<file path="src/rtl/as6501_if.sv">
// as6501_if: AS6501 serial result deserializer with gc time-stamping, gate classification and AXI-Stream output.
module as6501_if #(
  parameter int GC_W    = 48,
  parameter int FCR_LEN = 16
) (
  input  logic            lclk_i,
  input  logic            arstn,
  input  logic            enable,
  input  logic            reg_enable_tdc_i,
  input  logic            reg_enable200_i,
  input  logic            command_enable,
  input  logic [2:0]      command_i,
  input  logic            start_gc_i,
  input  logic            pps_i,
  input  logic            gc_rst,
  input  logic [15:0]     index_stop_bitwise_i,
  input  logic [31:0]     gate0_i,
  input  logic [31:0]     gate1_i,
  input  logic [15:0]     shift_tdc_time_i,
  input  logic [15:0]     shift_gc_back_i,
  input  logic            frame_i,
  input  logic            sdi_i,
  output logic [127:0]    m_axis_tdata,
  output logic            m_axis_tvalid,
  output logic [3:0]      m_axis_tuser,
  input  logic            m_axis_tready,
  output logic            fifo_calib_rst,
  output logic [1:0]      click_result,
  output logic            start_gc_o,
  output logic [GC_W-1:0] gc,
  output logic [15:0]     total_count_o
);
  localparam int FW = $clog2(FCR_LEN + 1);
  logic            busy_q, busy_d, wv_q, wv_d, ev_v_q, ev_v_d;
  logic [5:0]      cnt_q, cnt_d, n_c;
  logic [31:0]     sh_q, sh_d, msk_s, msk_i;
  logic [4:0]      iw_q, iw_d, sw_q, sw_d, iw_c, sw_c;
  logic [GC_W-1:0] gcc_q, gcc_d, gcs_q, gcs_d, gc_q, gc_d;
  logic [15:0]     idx_q, idx_d, tm_q, tm_d, tm_c, tot_q, tot_d;
  logic [1:0]      click_q, click_d;
  logic            tvalid_q, tvalid_d, pps_q, pps_d, start_q, start_d, load;
  logic [81:0]     tdata_q, tdata_d;
  logic [2:0]      cmd_q, cmd_d;
  logic [FW-1:0]   fcr_q, fcr_d;
  always_comb begin
    iw_c    = (index_stop_bitwise_i[7:0] > 8'd16) ? 5'd16 : index_stop_bitwise_i[4:0];
    sw_c    = (index_stop_bitwise_i[15:8] > 8'd16) ? 5'd16 : index_stop_bitwise_i[12:8];
    n_c     = (iw_c == 5'd0 && sw_c == 5'd0) ? 6'd1 : {1'b0, iw_c} + {1'b0, sw_c};
    busy_d  = busy_q;
    cnt_d   = cnt_q;
    sh_d    = sh_q;
    iw_d    = iw_q;
    sw_d    = sw_q;
    wv_d    = 1'b0;
    if (!enable) begin
      busy_d = 1'b0;
    end else if (!busy_q && frame_i && reg_enable_tdc_i) begin
      sh_d   = {31'd0, sdi_i};
      iw_d   = iw_c;
      sw_d   = sw_c;
      cnt_d  = n_c - 6'd1;
      busy_d = n_c != 6'd1;
      wv_d   = n_c == 6'd1;
    end else if (busy_q) begin
      sh_d   = {sh_q[30:0], sdi_i};
      cnt_d  = cnt_q - 6'd1;
      busy_d = cnt_q != 6'd1;
      wv_d   = cnt_q == 6'd1;
    end
    gcc_d = wv_d ? gc_q : gcc_q;
  end
  // Second stage splits the finished word using the widths latched at its start.
  always_comb begin
    msk_s   = (32'd1 << sw_q) - 32'd1;
    msk_i   = (32'd1 << iw_q) - 32'd1;
    tm_c    = (sh_q[15:0] & msk_s[15:0]) + shift_tdc_time_i;
    ev_v_d  = wv_q;
    idx_d   = wv_q ? ((sh_q >> sw_q) & msk_i) : {16'd0, idx_q};
    tm_d    = wv_q ? tm_c : tm_q;
    gcs_d   = wv_q ? gcc_q - GC_W'(shift_gc_back_i) : gcs_q;
    click_d = wv_q ? {tm_c >= gate1_i[15:0] && tm_c <= gate1_i[31:16],
                      tm_c >= gate0_i[15:0] && tm_c <= gate0_i[31:16]} : click_q;
  end
  always_comb begin
    load     = ev_v_q && enable && (cmd_q == 3'd4 || (cmd_q == 3'd3 && click_q != 2'd0)) &&
               (!tvalid_q || m_axis_tready);
    tvalid_d = load || (tvalid_q && !m_axis_tready);
    tdata_d  = load ? {click_q, idx_q, tm_q, gcs_q} : tdata_q;
    tot_d    = tot_q + 16'(load);
    pps_d    = pps_i;
    start_d  = start_q || (start_gc_i && pps_i && !pps_q);
    gc_d     = gc_rst ? '0 : (start_q && reg_enable200_i) ? gc_q + 1'b1 : gc_q;
    cmd_d    = command_enable ? command_i : cmd_q;
    fcr_d    = (command_enable && command_i != cmd_q) ? FW'(FCR_LEN) :
               (fcr_q != '0) ? fcr_q - 1'b1 : fcr_q;
  end
  always_ff @(posedge lclk_i or negedge arstn) begin
    if (!arstn) begin
      busy_q   <= 1'b0;
      cnt_q    <= '0;
      sh_q     <= '0;
      iw_q     <= '0;
      sw_q     <= '0;
      wv_q     <= 1'b0;
      gcc_q    <= '0;
      ev_v_q   <= 1'b0;
      idx_q    <= '0;
      tm_q     <= '0;
      gcs_q    <= '0;
      click_q  <= '0;
      tvalid_q <= 1'b0;
      tdata_q  <= '0;
      tot_q    <= '0;
      pps_q    <= 1'b0;
      start_q  <= 1'b0;
      gc_q     <= '0;
      cmd_q    <= '0;
      fcr_q    <= '0;
    end else begin
      busy_q   <= busy_d;
      cnt_q    <= cnt_d;
      sh_q     <= sh_d;
      iw_q     <= iw_d;
      sw_q     <= sw_d;
      wv_q     <= wv_d;
      gcc_q    <= gcc_d;
      ev_v_q   <= ev_v_d;
      idx_q    <= idx_d;
      tm_q     <= tm_d;
      gcs_q    <= gcs_d;
      click_q  <= click_d;
      tvalid_q <= tvalid_d;
      tdata_q  <= tdata_d;
      tot_q    <= tot_d;
      pps_q    <= pps_d;
      start_q  <= start_d;
      gc_q     <= gc_d;
      cmd_q    <= cmd_d;
      fcr_q    <= fcr_d;
    end
  end
  assign m_axis_tdata   = {46'd0, tdata_q};
  assign m_axis_tvalid  = tvalid_q;
  assign m_axis_tuser   = {2'b00, tdata_q[81:80]};
  assign fifo_calib_rst = fcr_q != '0;
  assign click_result   = click_q;
  assign start_gc_o     = start_q;
  assign gc             = gc_q;
  assign total_count_o  = tot_q;
endmodule

</file>
<file path="config.mk">
export PLATFORM = sky130hd
export DESIGN_NAME = as6501_if
export DESIGN_NICKNAME = d
export VERILOG_FILES = /design/src/rtl/as6501_if.sv
export SDC_FILE = /design/constraint.sdc
export NUM_CORES = 1
export LEC_CHECK = 0
export CAP_MARGIN = 15
export CELL_PAD_IN_SITES_DETAIL_PLACEMENT = 1
export CELL_PAD_IN_SITES_GLOBAL_PLACEMENT = 1
export CORE_ASPECT_RATIO = 1.1
export CORE_UTILIZATION = 43
export CTS_BUF_LIST = sky130_fd_sc_hd__clkbuf_8
export DETAILED_ROUTE_END_ITERATION = 16
export PLACE_DENSITY = 0.93
export SYNTH_ARGS = -nofsm -noshare
export SYNTH_HDL_FRONTEND = slang
export SYNTH_SLANG_ARGS = --single-unit
</file>
<file path="constraint.sdc">
create_clock -name lclk_i -period 6.1 [get_ports lclk_i]
set_input_delay 1.22 -clock lclk_i [delete_from_list [all_inputs] [get_ports lclk_i]]
set_output_delay 1.22 -clock lclk_i [all_outputs]
set_load 0.05 [all_outputs]
</file>
; Word-level counts from Yosys, hierarchy flattened
; Index checks and enable logic that the tools add are counted.
[word_totals]
elab_cells = 96
ff_bits = 338
out_inout_bits = 201
[op_classes]
reduce_logical = 31
mux = 17
eq_ne = 7
magnitude_cmp = 6
n_bitwise = 2
n_addsub = 10
n_shift = 3
[ops]
columns = op, count
row1 = 48-bit two-way mux, 2
row2 = 32-bit two-way mux, 2
row3 = 48-bit by 1-bit adder with 48-bit output (second input constant), 1
row4 = 48-bit by 16-bit subtractor with 48-bit output, 1
row5 = 16-bit bitwise AND, 2
row6 = 16-bit >= comparator, 2
row7 = 16-bit <= comparator, 2
row8 = 1-bit by 5-bit left shift with 16-bit output (first input constant), 2
row9 = 32-bit by 5-bit right shift with 16-bit output, 1
row10 = 16-bit by 1-bit subtractor with 16-bit output (second input constant), 2
row11 = 5-bit two-way mux, 4
row12 = 6-bit two-way mux, 3
row13 = 16-bit by 1-bit adder with 16-bit output, 1
row14 = 16-bit adder, 1
row15 = 8-bit by 5-bit > comparator with 1-bit output (second input constant), 2
row16 = 1-bit logical AND, 14
row17 = 6-bit by 1-bit equality test with 1-bit output (second input constant), 2
row18 = 6-bit by 1-bit != test with 1-bit output (second input constant), 2
row19 = 6-bit by 1-bit subtractor with 6-bit output (second input constant), 2
row20 = 5-bit logical NOT, 2
row21 = 2-bit nonzero test, 4
row22 = 5-bit by 5-bit adder with 6-bit output, 1
row23 = 1-bit two-way mux, 6
row24 = 5-bit nonzero test, 1
row25 = other kinds (7), 14

; Longest topological paths before layout
[depth]
depth_word = 8
depth_mapped = 29

; Least setup slack after synthesis
; Ideal clock, no wire load.
[synth_path]
path_kind = register to register
startpoint = register sw_q[0]
endpoint = register click_q[0] (netlist: click_result[0])
path_buffers = 5
period_less_slack_ps = 5398
path_slack_ps = 702
setup_ps = 83
arrival_time_ps = 5316
stages_incl_launch_ff = 27
path_cell_list = dfrtp_1 > buf_2 > buf_2 > buf_2 > clkbuf_1 > or2_2 > nor2_1 > nand2_1 > ha_1 > clkbuf_1 > o31ai_1 > a22oi_1 > nor2b_1 > ha_1 > o21a_1 > o21ai_1 > o31ai_1 > o41a_1 > a211o_1 > a21oi_1 > xor2_1 > ha_1 > nand4_1 > or4_1 > a21oi_1 > o221ai_1 > o21ai_0
[synth_between]
elab_chain_len = 6
[synth_rtl]
columns = item, line
row1 = from (decl), 37  ; logic [4:0] iw_q, iw_d, sw_q, sw_d, iw_c, sw_c;
row2 = from (signal assigned), 124  ; sw_q <= sw_d;
row3 = 1-bit by 5-bit left shift with 16-bit output (*), 74  ; msk_s = (32'd1 << sw_q) - 32'd1;
row4 = 16-bit by 1-bit subtractor with 16-bit output (*), 74
row5 = 16-bit bitwise AND (*), 76  ; tm_c = (sh_q[15:0] & msk_s[15:0]) + shift_tdc_time_i;
row6 = 16-bit adder (*), 76
row7 = named net tm_c[15], 39  ; logic [15:0] idx_q, idx_d, tm_q, tm_d, tm_c, tot_q, tot_d;
row8 = 16-bit >= comparator or 16-bit <= comparator (tied branches), 82  ; tm_c >= gate0_i[15:0] && tm_c <= gate0_i[31:16]} : click_q;
row9 = 1-bit logical AND (*), 82
row10 = to (signal assigned), 131  ; click_q <= click_d;
row11 = to (decl), 40  ; logic [1:0] click_q, click_d;
; Mark *: on every way through the listed nets, which the timed path passes. The rest lies on a longest branch.
; A chain may end at the register's enable or synchronous reset.

; Final worst setup path
[layout_path]
startpoint = register sw_q[1]
endpoint = register click_q[0] (netlist: click_result[0])
; Same word-level chain as after synthesis.

==> results_dict.tcl <==
set metrics [dict create \
    r2r_setup_slack_ns 0.71 \
    p_per_area_nw_per_um2 248 \
    drc 0 \
    utilization_pct 53.5 \
    maxCapViolCount 0 \
    numCtsBuffers 55 \
    min_to "start_gc_o" \
    grt_pass1_vias 17600 \
    grtUsageMet3_pct 4.94 \
    dr.pass1.iters 5 \
    syn_avg_cell_area_sq_um 10.3 \
    ctsHoldBuffers 0 \
    ios 328 \
    antenna_found_initial 3 \
    via_count 16100 \
    path_clk_slew_ns 0.07 \
    area_growth_pct 22.4 \
    use_met1_pct 34.5 \
    ys_async_sr_fraction_pct 100 \
    final_cells 2784 \
    finalPower_uw 5930 \
    timing.final.crit_share_pct 88.4 \
    cp_slowest_cell "or4_1" \
    ant_nets 0 \
    cpPeakStageDelay_ns 0.53 \
    synth_edf_count 0 \
    seq_area_frac_synth_pct 43.3 \
    num-nets-final 2408 \
    rsz0062_at_grt "false" \
    cp_data_arrival_time_ns 5.95 \
    worst_setup_path_start_kind "flip-flop" \
    numPortBuffers 279 \
    yosysUniqueCellTypes 76 \
    finalCriticalPeriod_ns 5.39 \
    hold_path.class "reg -> reg" \
    placedCellCount 2690 \
    cts_buffer_depth 3 \
    nFillCells 4818 \
    grt.overflow.total 0 \
    r2r-end "click_result[0]" \
    fin_tns_setup_ns 0 \
    irDropWorstVdd_v 0.000181 \
    cts_sinks 338 \
    syn_area_sq_um 19500 \
    tritoncts "done" \
    clock_latency_ns 0.67 \
    track_usage_pct 28.9 \
    drive_gt1_share_pct 14.5 \
    end_kind "flip-flop" \
    post_cts_buffers 0 \
    met2_usage_pct 50.8 \
    worst_pin_slew_ns 1.08 \
    post_cts_resized 0 \
    top_usage_layer "met2" \
    fp.dieH_um 226 \
    synth_top_area_cell "dfrtp_1" \
    whs_path_depth 1 \
    core_area_sq_um 44700 \
    relSlewSlack_pct 27.4 \
    die_area_sq_um 46300 \
    wl_per_cell_um 23.8 \
    place_congestion 0.928 \
    final_max_slew_viol_count 0 \
    grt_max_degree 142 \
    status "finished, final reports clean" \
    die_w_um 205 \
    synth_ff_type "dfrtp_1" \
    finalHoldViolations 0 \
    critPathMaxFanout 7 \
    worstPathCellList "or2_2 -> nor2_1 -> nand2_1 -> ha_1 -> nor2b_1 -> inv_1 -> fa_1 -> nor2b_1 -> o21ai_0 -> a21boi_0 -> o221a_2 -> a211oi_1 -> o41a_1 -> xnor2_1 -> ha_1 -> nand4_1 -> or4_1 -> a21oi_1 -> o221ai_1 -> o21ai_0" \
    num_rows 81 \
    yosysWarnings 0 \
    leakagePower_uw 0.0113 \
    viasPerCell 5.78 \
    setup_viol 0 \
    hpwl_um 45700 \
    grt_pass1_wl_um 103000 \
    drt_iter0_drc 1110 \
    worstHoldStart "pps_q" \
    cts-root-buf "clkbuf_8" \
    wl_um 66300 \
    fin_skew_ns 0.0467 \
    synthCells 1891 \
    r2r-start "sw_q[1]" \
    start_util_pct 43.7 \
    synthTopCellsByArea "dfrtp_1, mux2_2, ha_1, xor2_1, nor2_1" \
    ys_ff_latch 338 \
    synth_top_area_share_pct 43.3 \
    h-tree-depth 2 \
    worstSetupPathType "reg -> reg" \
    max_freq_ghz 0.185 \
    cp.required_ns 6.65 \
    r2r_cells 20 \
]
metal layers:
layer / routed length [um] / vias up / part of all wire (%)
met2: 33600 / 609 / 51
li1: - / 7151 / -
met1: 26200 / 8150 / 39
met3: 3660 / 165 / 5.5
met5: 36 / - / 0.054
met4: 2810 / 6 / 4.2
worst max-delay path, delay by kind of cell, from the launching register on:
kind | cells | cell delay [ns]
DFF | 1 | 0.45
buffers and inverters | 1 | 0.10
adders and majority gates | 3 | 0.96
xor gates and xnor gates | 1 | 0.43
and+or+nand+nor | 7 | 1.74
AOI/OAI and AO/OA | 8 | 1.62
stage by stage:
| stage | instance area [sq um] | hold slack [ns] | setup slack [ns] |
|---|---|---|---|
| floorplan | 19700 | 0.379 | 0.702 |
| global placement | 22800 | 0.418 | 0.757 |
| detailed placement | 22800 | 0.431 | 0.621 |
| CTS | 23900 | 0.433 | 0.709 |
| global route | 23900 | 0.454 | 0.218 |
| finish | 23900 | 0.432 | 0.708 |
area by class of cell:
type / count / area (sq um) / area share [%]
antenna: 1 / 2.50 / 0.0105
clock inverter: 25 / 199 / 0.832
inverter: 123 / 462 / 1.93
sequential: 338 / 8460 / 35.4
multi-input combinational: 1346 / 10100 / 42.3
clock buffer: 67 / 922 / 3.86
timing repair buffer: 303 / 3020 / 12.6
tap: 581 / 727 / 3.04
logic make-up after synthesis:
kind of cell / Yosys count / share of synthesized area, %
compound gates: 355 / 11.7
xor+xnor: 118 / 5.29
fa+ha+maj: 114 / 7.41
buf+inv: 254 / 5.95
flops: 338 / 43.3
mux: 210 / 13.4
other cells: 1 / 0.0192
simple gates: 501 / 13.0
power by group:
group	internal [uW]	switching (uW)	leakage [uW]
Sequential	2430	167	0.00444
Clock	1110	975	0.000631
Combinational	498	741	0.00622
Total	4050	1880	0.0113
cells in the mapped netlist, drive strengths merged (4+ instances only):
master   count
o21bai       4
xnor2       53
nand3       44
nor3        31
nand3b       5
or2          4
ha         111
nand4b       8
a211o        5
a31oi       19
o211ai       7
inv        120
o21a        15
a21boi       5
a21oi       98
or4          4
and2        27
mux4        24
and3        18
o2bb2ai      5
o31ai       11
nor2       150
mux2i       14
nor4        11
o2111ai      5
dfrtp      338
o21ai       79
a22o        32
o22ai        8
mux2       172
nor2b       24
xor2        65
buf         63
a211oi      18
nand2b      14
or3         22
nand4       21
a21o        23
and4         7
nand2      106
clkbuf      67
cells in the final DEF, fill, tap and decap left out, drive strengths merged, types with 48 or more instances in the layout:
master         count
a21oi             98
clkbuf            67
clkdlybuf4s50    278
conb              48
dfrtp            338
ha               111
inv              136
mux2             172
nand2            106
nor2             150
o21ai             79
xnor2             53
xor2              65
registers in the layout (all words and copies together) (netlist names), 2 cells and up:
name and flops:
tdata_q 82, gc 48, gcc_q 48, gcs_q 48
sh_q 32, idx_q 16, tm_q 16, total_count_o 16
cnt_q 6, fcr_q 5, iw_q 5, sw_q 5
cmd_q 3, click_result 2
how the worst max path moves through the flow:
stage	start	slack [ns]	cells after the start	to
3_3_place_gp	shift_tdc_time_i[0]	0.76	17	click_result[0]
3_5_place_dp	shift_tdc_time_i[0]	0.62	17	click_result[0]
5_1_grt	sw_q[1]	0.22	22	click_result[1]
4_1_cts	sw_q[1]	0.71	20	click_result[0]
2_1_floorplan	sw_q[0]	0.70	26	click_result[0]
6_report	sw_q[1]	0.71	20	click_result[0]
No activity file was read; power rests on OpenSTA's default activity.
